<file path="config.mk">
export PLATFORM = sky130hd
export DESIGN_NAME = updown_seq_monitor_3bit
export DESIGN_NICKNAME = d
export VERILOG_FILES = /design/src/rtl/updown_seq_monitor_3bit.sv
export SDC_FILE = /design/constraint.sdc
export NUM_CORES = 1
export LEC_CHECK = 0
export CAP_MARGIN = 20
export CORE_MARGIN = 2
export CORE_UTILIZATION = 40
export CTS_CLUSTER_SIZE = 28
export DETAILED_ROUTE_END_ITERATION = 8
export HOLD_SLACK_MARGIN = 0.05
export PLACE_DENSITY = 0.69
export SLEW_MARGIN = 10
export SYNTH_ARGS = -nofsm -noshare
export SYNTH_HDL_FRONTEND = slang
export SYNTH_SLANG_ARGS = --single-unit
</file>
<file path="constraint.sdc">
create_clock -name clk -period 3.5 [get_ports clk]
set_clock_uncertainty 0.15 [all_clocks]
set_input_delay 0.7 -clock clk [delete_from_list [all_inputs] [get_ports clk]]
set_output_delay 0.7 -clock clk [all_outputs]
set_load 0.01 [all_outputs]
</file>
<file path="src/rtl/updown_seq_monitor_3bit.sv">
// Watches a 3-bit up/down counter (q, qbar) and flags illegal steps, wraps and complement errors.
// Define COMP_CHECK_EN to enable the qbar == ~q check; otherwise comp_err stays 0.
module updown_seq_monitor_3bit #(
    parameter int unsigned ERR_CNT_W = 8
) (
    input  logic                 clk,
    input  logic                 rst,
    input  logic                 en,
    input  logic [2:0]           q,
    input  logic [2:0]           qbar,
    output logic                 dir,
    output logic                 dir_valid,
    output logic                 step_err,
    output logic                 comp_err,
    output logic                 wrap_up,
    output logic                 wrap_down,
    output logic [ERR_CNT_W-1:0] err_cnt,
    output logic [2:0]           state
);

    typedef enum logic [2:0] {
        StInit = 3'd0,
        StHold = 3'd1,
        StUp   = 3'd2,
        StDown = 3'd3,
        StErr  = 3'd4
    } state_e;

    state_e               state_q, state_d;
    logic [2:0]           q_prev_q, q_prev_d;
    logic                 dir_q, dir_d;
    logic                 dir_valid_q, dir_valid_d;
    logic                 step_err_q, step_err_d;
    logic                 comp_err_q, comp_err_d;
    logic                 wrap_up_q, wrap_up_d;
    logic                 wrap_down_q, wrap_down_d;
    logic [ERR_CNT_W-1:0] err_cnt_q, err_cnt_d;
    logic [2:0]           delta;
    logic                 comp_mismatch;
    logic [ERR_CNT_W:0]   cnt_sum;

`ifdef COMP_CHECK_EN
    assign comp_mismatch = (qbar != ~q);
`else
    logic unused_qbar;
    assign unused_qbar   = ^qbar;
    assign comp_mismatch = 1'b0;
`endif

    assign delta = q - q_prev_q;

    always_comb begin
        state_d     = state_q;
        q_prev_d    = q_prev_q;
        dir_d       = dir_q;
        dir_valid_d = dir_valid_q;
        step_err_d  = 1'b0;
        comp_err_d  = 1'b0;
        wrap_up_d   = 1'b0;
        wrap_down_d = 1'b0;
        if (en) begin
            q_prev_d   = q;
            comp_err_d = comp_mismatch;
            if (state_q == StInit) begin
                state_d = StHold;
            end else begin
                case (delta)
                    3'd0: state_d = StHold;
                    3'd1: begin
                        state_d     = StUp;
                        dir_d       = 1'b1;
                        dir_valid_d = 1'b1;
                        wrap_up_d   = (q_prev_q == 3'd7);
                    end
                    3'd7: begin
                        state_d     = StDown;
                        dir_d       = 1'b0;
                        dir_valid_d = 1'b1;
                        wrap_down_d = (q_prev_q == 3'd0);
                    end
                    default: begin
                        state_d    = StErr;
                        step_err_d = 1'b1;
                    end
                endcase
            end
        end
        // One extra bit catches overflow so the counter clamps instead of wrapping.
        cnt_sum = {1'b0, err_cnt_q} + {{ERR_CNT_W{1'b0}}, step_err_d}
                + {{ERR_CNT_W{1'b0}}, comp_err_d};
        if (cnt_sum[ERR_CNT_W]) begin
            err_cnt_d = '1;
        end else begin
            err_cnt_d = cnt_sum[ERR_CNT_W-1:0];
        end
    end

    always_ff @(posedge clk) begin
        if (rst) begin
            state_q     <= StInit;
            q_prev_q    <= 3'd0;
            dir_q       <= 1'b0;
            dir_valid_q <= 1'b0;
            step_err_q  <= 1'b0;
            comp_err_q  <= 1'b0;
            wrap_up_q   <= 1'b0;
            wrap_down_q <= 1'b0;
            err_cnt_q   <= '0;
        end else begin
            state_q     <= state_d;
            q_prev_q    <= q_prev_d;
            dir_q       <= dir_d;
            dir_valid_q <= dir_valid_d;
            step_err_q  <= step_err_d;
            comp_err_q  <= comp_err_d;
            wrap_up_q   <= wrap_up_d;
            wrap_down_q <= wrap_down_d;
            err_cnt_q   <= err_cnt_d;
        end
    end

    assign state     = state_q;
    assign dir       = dir_q;
    assign dir_valid = dir_valid_q;
    assign step_err  = step_err_q;
    assign comp_err  = comp_err_q;
    assign wrap_up   = wrap_up_q;
    assign wrap_down = wrap_down_q;
    assign err_cnt   = err_cnt_q;

endmodule

</file>
# Word level (Yosys, flattened, before mapping)
# Cells that the tools add are included.
[totals] ff_bits=19 elab_cells=34
[op_classes] n_eq_ne=3 add_sub_neg=2 muxes=7 n_reduce_logical=10 bitwise_logic=4
[ops] operator="adder 8 x 1 -> 9 bit" n=1
[ops] operator="zero test 3 bit" n=3
[ops] operator="case mux 3 bit (3 select lines)" n=1
[ops] operator="two-way mux 8 bit" n=1
[ops] operator="OR reduction 4 bit" n=2
[ops] operator="== test 3 bit, second input constant" n=2
[ops] operator="AND reduction 3 bit" n=2
[ops] operator="NOT 1 bit" n=4
[ops] operator="== test 3 x 1 -> 1 bit, second input constant" n=1
[ops] operator="two-way mux 1 bit" n=3
[ops] operator="two-way mux 3 bit" n=1
[ops] operator="OR reduction 3 bit" n=1
[ops] operator="subtractor 3 bit" n=1
[ops] operator="case mux 1 bit (2 select lines)" n=1
[ops] operator="nonzero test 2 bit" n=1
[ops] operator="OR reduction 2 bit" n=1

# Longest topological paths before layout
# Gate-level depths: netlist (run 1).
[depth] depth_word=8 mapped_depth=11

# Worst setup path after synthesis (run 1)
# OpenSTA, ideal clock, no wires.
[synth_path] kind="input port to flip-flop" from="in q[0]" to="reg err_cnt_q[7] (netlist: err_cnt[7])" path_buffers=0 stages=11 slack_ns=0.380 arrival_time_ns=2.840 cell_sequence="inv_1 > ha_1 > fa_1 > xnor3_2 > o31ai_4 > a21oi_1 > ha_1 > ha_1 > and3_1 > and4b_1 > a211oi_1"
[synth_via] elab_chain_len=8 word_cells_on_any_way=10 cone_classes="add/sub (2); eq/ne (2); mux (4); reduce/logical (2)"
[synth_lines] element="start, declared" line="9" source="input logic [2:0] q,"
[synth_lines] element="subtractor 3 bit *" line="50" source="assign delta = q - q_prev_q;"
[synth_lines] element="== test 3 bit (tied with other cells)" line="67" source="case (delta)"
[synth_lines] element="OR reduction 3 bit (no line) *"
[synth_lines] element="two-way mux 1 bit *" line="67"
[synth_lines] element="two-way mux 1 bit *" line="64" source="if (state_q == StInit) begin"
[synth_lines] element="two-way mux 1 bit *" line="61" source="if (en) begin"
[synth_lines] element="via step_err_d" line="33" source="logic step_err_q, step_err_d;"
[synth_lines] element="adder 8 x 1 -> 9 bit *" line="89" source="cnt_sum = {1'b0, err_cnt_q} + {{ERR_CNT_W{1'b0}}, step_err_d}"
[synth_lines] element="two-way mux 8 bit *" line="91" source="if (cnt_sum[ERR_CNT_W]) begin"
[synth_lines] element="end signal, assigned" line="118" source="err_cnt_q <= err_cnt_d;"
[synth_lines] element="end, declared" line="37" source="logic [ERR_CNT_W-1:0] err_cnt_q, err_cnt_d;"
# The timed path passes the listed nets; every way through them passes the cells marked *.
# A chain may end at the register's enable or synchronous reset.

# Final worst setup path (run 1)
# Ends and elaborated chain as after synthesis.

==> impl_metrics.yaml, run 1 <==
run_status:
  status: "complete, no violations"
place:
  placed_area_um2: 1200
  io_buffers: 21
  placed_cells: 148
  dp_hpwl_um: 1430
  routabilityCongestion: 0.757
layout:
  fill_cells: 219
  stdcell_count: 152
  multi_input_area_um2: 468
  drive_gt1_share_pct: 15.3
  syn2layout_area_growth_pct: 36.0
  diodes: 0
  nets: 138
  final_area_um2: 1230
  regArea_um2: 380
critical_path:
  cp.required_ps: 3550
  slowest_stage: "clkdlybuf4s50_1"
  crit_fanout: 5
  crit_family: "adder cells"
  arrival_ps: 3330
  cp-end-kind: "flop"
  max_stage_delay_ps: 480
  crit_path_frequent_cell: "ha_1"
  worstPathCellList: "clkdlybuf4s50_1, inv_1, ha_1, fa_1, xnor3_2, o31ai_4, a21oi_1, ha_1, ha_1, and3_1, and4b_1, a211oi_1"
  critPathBufInv: 2
  cp-start-kind: "input pin"
  critPathKind: "in -> reg"
  regToRegSetupSlack_ps: 790
global_routing:
  grt_usage_pct: 15.6
  grt_pass1_wl_um: 3240
  grt_max_degree: 19
  grt_pass1_vias: 810
  antenna_found_initial: 0
  gr-total-overflow: 0
synthesis:
  synth_area_leaders: "dfxtp_1 (42%), a31oi_1 (4.2%), ha_1 (4.2%)"
  yosys.cell_types.count: 38
  synth_top_area_share_pct: 42.1
  synth-edff-count: 0
  synth-main-ff-cell: "dfxtp_1"
  ys_seq_elements: 19
  synth_seq_area_share_pct: 42.1
  synth.most_common_cell: "dfxtp_1"
  syn-mean-instance-area_um2: 9.61
  ys_top_cells_by_count: "dfxtp_1 (19), inv_1 (8), a31oi_1 (6)"
  yosysWarnings: 0
  syn_nets: 107
  synth.cell_area_um2: 903
  yosysTopAreaCell: "dfxtp_1"
  netlist_instances: 94
  async_flop_share_pct: 0
clock_tree:
  clock-root-buffer: "clkbuf_4"
  postCtsSetupRepairBufs: 0
  cts_sinks: 19
  cts_tree: "done"
  cts_hold_buffers: 0
  numCtsBuffers: 3
  clk_latency_ps: 300
  cts_buffer_depth: 2
  htree_levels: 1
  postCtsResizedCells: 0
  clkTransAtPathRegs_ps: 120
route:
  wirelength_um: 1790
  drtAntennaViolNets: 0
  remaining_drc_errors: 0
  wl_per_cell_um: 11.8
  num_vias: 792
  drt_iter0_markers: 3
  drt_first_pass_iters: 4
  via_per_inst: 5.21
floorplanning:
  io_pins: 26
  die_h_um: 51.5
  die_x_um: 51.5
  design.core.area_um2: 2170
  die_area_um2: 2650
  start_util_pct: 41.6
  fp-row-count: 17
timing:
  hold_viol_final: 0
  post-route-period-util_pct: 93.9
  maxSlewViolCount: 0
  rsz0062_at_grt: "no"
  fmax_ghz: 0.304
  setup_viol: 0
  finalCriticalPeriod_ps: 3290
pwr:
  leakage_nw: 0.487
  p_per_area_nw_per_um2: 356
  ir_worst_vdd_v: 0.000236
job:
  max-cap-violations: 0
worst_hold_path:
  hold_class: "reg -> reg"
[registers in the layout (all words and copies together) (netlist names)]
signal,cells
dir,1
dir_valid,1
err_cnt,8
q_prev_q,3
state,3
step_err,1
wrap_down,1
wrap_up,1
[routing by layer]
layer | vias up | global-route usage [%] | wire length (um)
li1 | 401 | - | -
met1 | 378 | 18.7 | 783
met2 | 13 | 28.6 | 937
met3 | 0 | 2.87 | 65
met4 | 0 | 3.95 | 0
met5 | - | 0 | 0
[per-stage QoR]
step	setup WS, ps	TNS, ps	power (mW)	utilization, %	hold slack [ps]
4_1_cts	209	0	0.445	56.6	350
2_1_floorplan	380	0	0.291	-	300
3_5_place_dp	-108	-177	0.332	55.2	330
3_3_place_gp	-75.4	-76.0	0.329	55.2	321
5_1_grt	61.6	0	0.466	56.6	368
6_report	213	0	0.438	56.6	348
[worst reg2reg max path: cells and delay by family (launching register included)]
family	cells	cell delay, ps
compound gates	3	330
xor+xnor	1	300
fa+ha+maj	4	1010
simple gates	2	480
flops	1	360
[final cells by class]
| class | count | area share, % |
|---|---|---|
| clock inverters | 1 | 0.611 |
| repair buffers | 31 | 23.2 |
| multi-input cells | 62 | 38.1 |
| clock buffers | 3 | 1.83 |
| flip-flops and latches | 19 | 31.0 |
| well taps | 28 | 2.85 |
| inverters | 8 | 2.44 |
[layout by cell type (no fill, tap or decap), types with 2 or more instances in the layout]
cell             netlist  routed
clkdlybuf4s50_1        0      21
dfxtp_1               19      19
buf_4                  1      10
inv_1                  8       8
a31oi_1                6       6
a21oi_1                5       5
nor2_1                 5       5
and3_1                 4       4
mux2i_1                3       3
nor3_1                 3       3
ha_1                   3       3
clkbuf_4               0       3
nand3_1                2       2
xnor2_1                2       2
nand2_1                2       2
o21bai_1               2       2
o31ai_1                2       2
o21ai_0                2       2
a211oi_1               2       2
[final timing paths]
path / start / to / cells past startpoint
worst min-delay path: dir_valid$_SDFFE_PP0P_ / dir_valid$_SDFFE_PP0P_ / 2
worst min register to register: dir_valid$_SDFFE_PP0P_ / dir_valid$_SDFFE_PP0P_ / 2
worst max register to register: q_prev_q[0]$_SDFFE_PP0P_ / err_cnt[7]$_SDFF_PP0_ / 10
worst max-delay path: q[0] / err_cnt[7]$_SDFF_PP0_ / 12
[power by group]
part	switching, mW	internal [mW]	total [mW]
Clock	0.0688	0.0434	0.112
Combinational	0.0413	0.0511	0.0924
Sequential	0.00773	0.226	0.233
Total	0.118	0.320	0.438
[cells by family (layout without fill, tap and decap cells)]
family / count (synthesis) / in the layout / synth area share (%)
other: 1 / 1 / 0.415
and+or+nand+nor: 25 / 25 / 16.3
buffers and inverters: 13 / 43 / 6.09
AOI/OAI and AO/OA: 25 / 25 / 19.8
xor gates and xnor gates: 4 / 4 / 5.54
muxes: 3 / 3 / 3.32
DFF: 19 / 19 / 42.1
adders and majority gates: 4 / 4 / 6.37
Note: power is estimated with default switching activity, not from simulation.
==> inputs of run 2 (changes only) <==
--- a/config.mk
+++ b/config.mk
@@ -5,8 +5,8 @@
 export SDC_FILE = /design/constraint.sdc
 export NUM_CORES = 1
 export LEC_CHECK = 0
-export CAP_MARGIN = 20
-export CORE_MARGIN = 2
+export CAP_MARGIN = 15
+export CORE_MARGIN = 10
 export CORE_UTILIZATION = 40
 export CTS_CLUSTER_SIZE = 28
 export DETAILED_ROUTE_END_ITERATION = 8
==> run 2 against run 1 <==
Highest routed layer is now met4. Sequential cell count is the same. Register-to-register slack is essentially flat. Utilization shrank 0.66 points.
==> impl_metrics.yaml, run 2 (synthesis results as in run 1) <==
floorplanning:
  fp-row-count: 17
  die_area_um2: 4560
  design.core.area_um2: 2190
  start_util_pct: 41.2
  io_pins: 26
  die_h_um: 67.5
  die_x_um: 67.5
pwr:
  p_comb_share_pct: 21.4
  ir_worst_vdd_v: 0.000260
  leakage_nw: 0.488
  switching_share_pct: 26.4
  clkPwrFrac_pct: 25.1
  total_power_mw: 0.436
  seq_power_share_pct: 53.4
  p_sw_mw: 0.115
  internal-power_mw: 0.321
  p_per_area_nw_per_um2: 356
clock_tree:
  cts_tree: "done"
  cts_buffer_depth: 2
  postCtsSetupRepairBufs: 0
  htree_levels: 1
  clock-root-buffer: "clkbuf_4"
  cts_sinks: 19
  cts_hold_buffers: 0
  clk_latency_ps: 290
  clkTransAtPathRegs_ps: 110
  numCtsBuffers: 3
layout:
  syn2layout_area_growth_pct: 35.7
  fill_cells: 202
  largest_reg_flops: 8
  final_cell_mix: "clkdlybuf4s50_1 (21), dfxtp_1 (19), buf_4 (10)"
  utilization_pct: 56.0
  drive_gt1_share_pct: 15.3
  final_common_cell: "clkdlybuf4s50_1"
  nets: 138
  diodes: 0
  stdcell_count: 152
job:
  max-cap-violations: 0
timing:
  maxSlewViolCount: 0
  finalCriticalPeriod_ps: 3290
  hold_viol_final: 0
  post-route-period-util_pct: 94.0
  fmax_ghz: 0.304
  rsz0062_at_grt: "no"
  setup_viol: 0
route:
  wl_met2_um: 955
  drtAntennaViolNets: 0
  drt_first_pass_iters: 4
  routed.top_layer: "met4"
  num_vias: 797
  wl_per_cell_um: 13.1
  via_per_inst: 5.24
  met3_length_um: 181
  remaining_drc_errors: 0
  wirelength_um: 1990
  wl_met1_um: 841
  drt_iter0_markers: 29
critical_path:
  crit_path_frequent_cell: "ha_1"
  cp-start-kind: "input pin"
  slowest_stage: "clkdlybuf4s50_1"
  crit_fanout: 5
  arrival_ps: 3330
  critPathKind: "in -> reg"
  cp-end-kind: "flop"
  critPathBufInv: 2
  worstPathCellList: "clkdlybuf4s50_1, inv_1, ha_1, fa_1, xnor3_2, o31ai_4, a21oi_1, ha_1, ha_1, and3_2, and4b_1, a211oi_1"
  cp.required_ps: 3530
  max_stage_delay_ps: 470
  crit_family: "adder cells"
place:
  placed_cells: 148
  routabilityCongestion: 0.751
  io_buffers: 21
  dp_hpwl_um: 1550
global_routing:
  grt_max_degree: 19
  antenna_found_initial: 0
  grt_pass1_wl_um: 3330
  grt_pass1_vias: 775
  grt_usage_pct: 9.36
  gr-total-overflow: 0
worst_hold_path:
  hold_class: "reg -> reg"
run_status:
  status: "complete, no violations"
## run 2: layout make-up
cell class / count / area (um2) / share of cell area (%)
multi-input cells: 62 / 469 / 38.3
inverters: 8 / 30.0 / 2.45
flip-flops and latches: 19 / 380 / 31.0
well taps: 28 / 35.0 / 2.86
repair buffers: 31 / 285 / 23.3
clock buffers: 4 / 26.3 / 2.14
## run 2: metal layers
layer	vias to the layer above	GRT usage, %
met5	-	0
met4	0	4.36
met3	2	4.13
met2	23	15.7
met1	369	9.85
li1	403	-
## run 2: metrics by stage
step / hold WS [ps] / setup TNS (ps) / area, um2 / setup slack (ps)
6_report: 331 / 0 / 1230 / 209
4_1_cts: 331 / 0 / 1220 / 191
3_5_place_dp: 314 / -214 / 1200 / -111
2_1_floorplan: 300 / 0 / 903 / 380
3_3_place_gp: 316 / -69.7 / 1200 / -69.7
5_1_grt: 366 / 0 / 1230 / 26.2
## run 2: worst paths after layout
path,from,to,slack [ps],cells past startpoint
worst max-delay path,q[0],err_cnt[7]$_SDFF_PP0_,210,12
worst min-delay path,dir_valid$_SDFFE_PP0P_,dir_valid$_SDFFE_PP0P_,330,2
worst min register to register,dir_valid$_SDFFE_PP0P_,dir_valid$_SDFFE_PP0P_,330,2
worst max register to register,q_prev_q[0]$_SDFFE_PP0P_,err_cnt[7]$_SDFF_PP0_,790,10
## run 2: power groups by stage
| stage | Combinational, mW | Sequential [mW] | Clock (mW) |
|---|---|---|---|
| 2_1_floorplan | 0.0504 | 0.240 | 0 |
| 3_3_place_gp | 0.0928 | 0.238 | 0 |
| 3_5_place_dp | 0.0940 | 0.238 | 0 |
| 4_1_cts | 0.0946 | 0.233 | 0.113 |
| 5_1_grt | 0.104 | 0.235 | 0.123 |
| 6_report | 0.0934 | 0.233 | 0.110 |
## run 2: worst reg2reg max path: cells and delay by family, from the launching register on
kind                       cells  cell delay [ps]
and+or+nand+nor                2              480
AOI/OAI and AO/OA              3              340
xor gates and xnor gates       1              290
adders and majority gates      4              990
DFF                            1              350
## run 2: timing repair
item	4_1_cts	5_1_grt
endpoints found under the setup margin	0	1
endpoints found under the hold margin	0	0
gates resized for setup	0	1
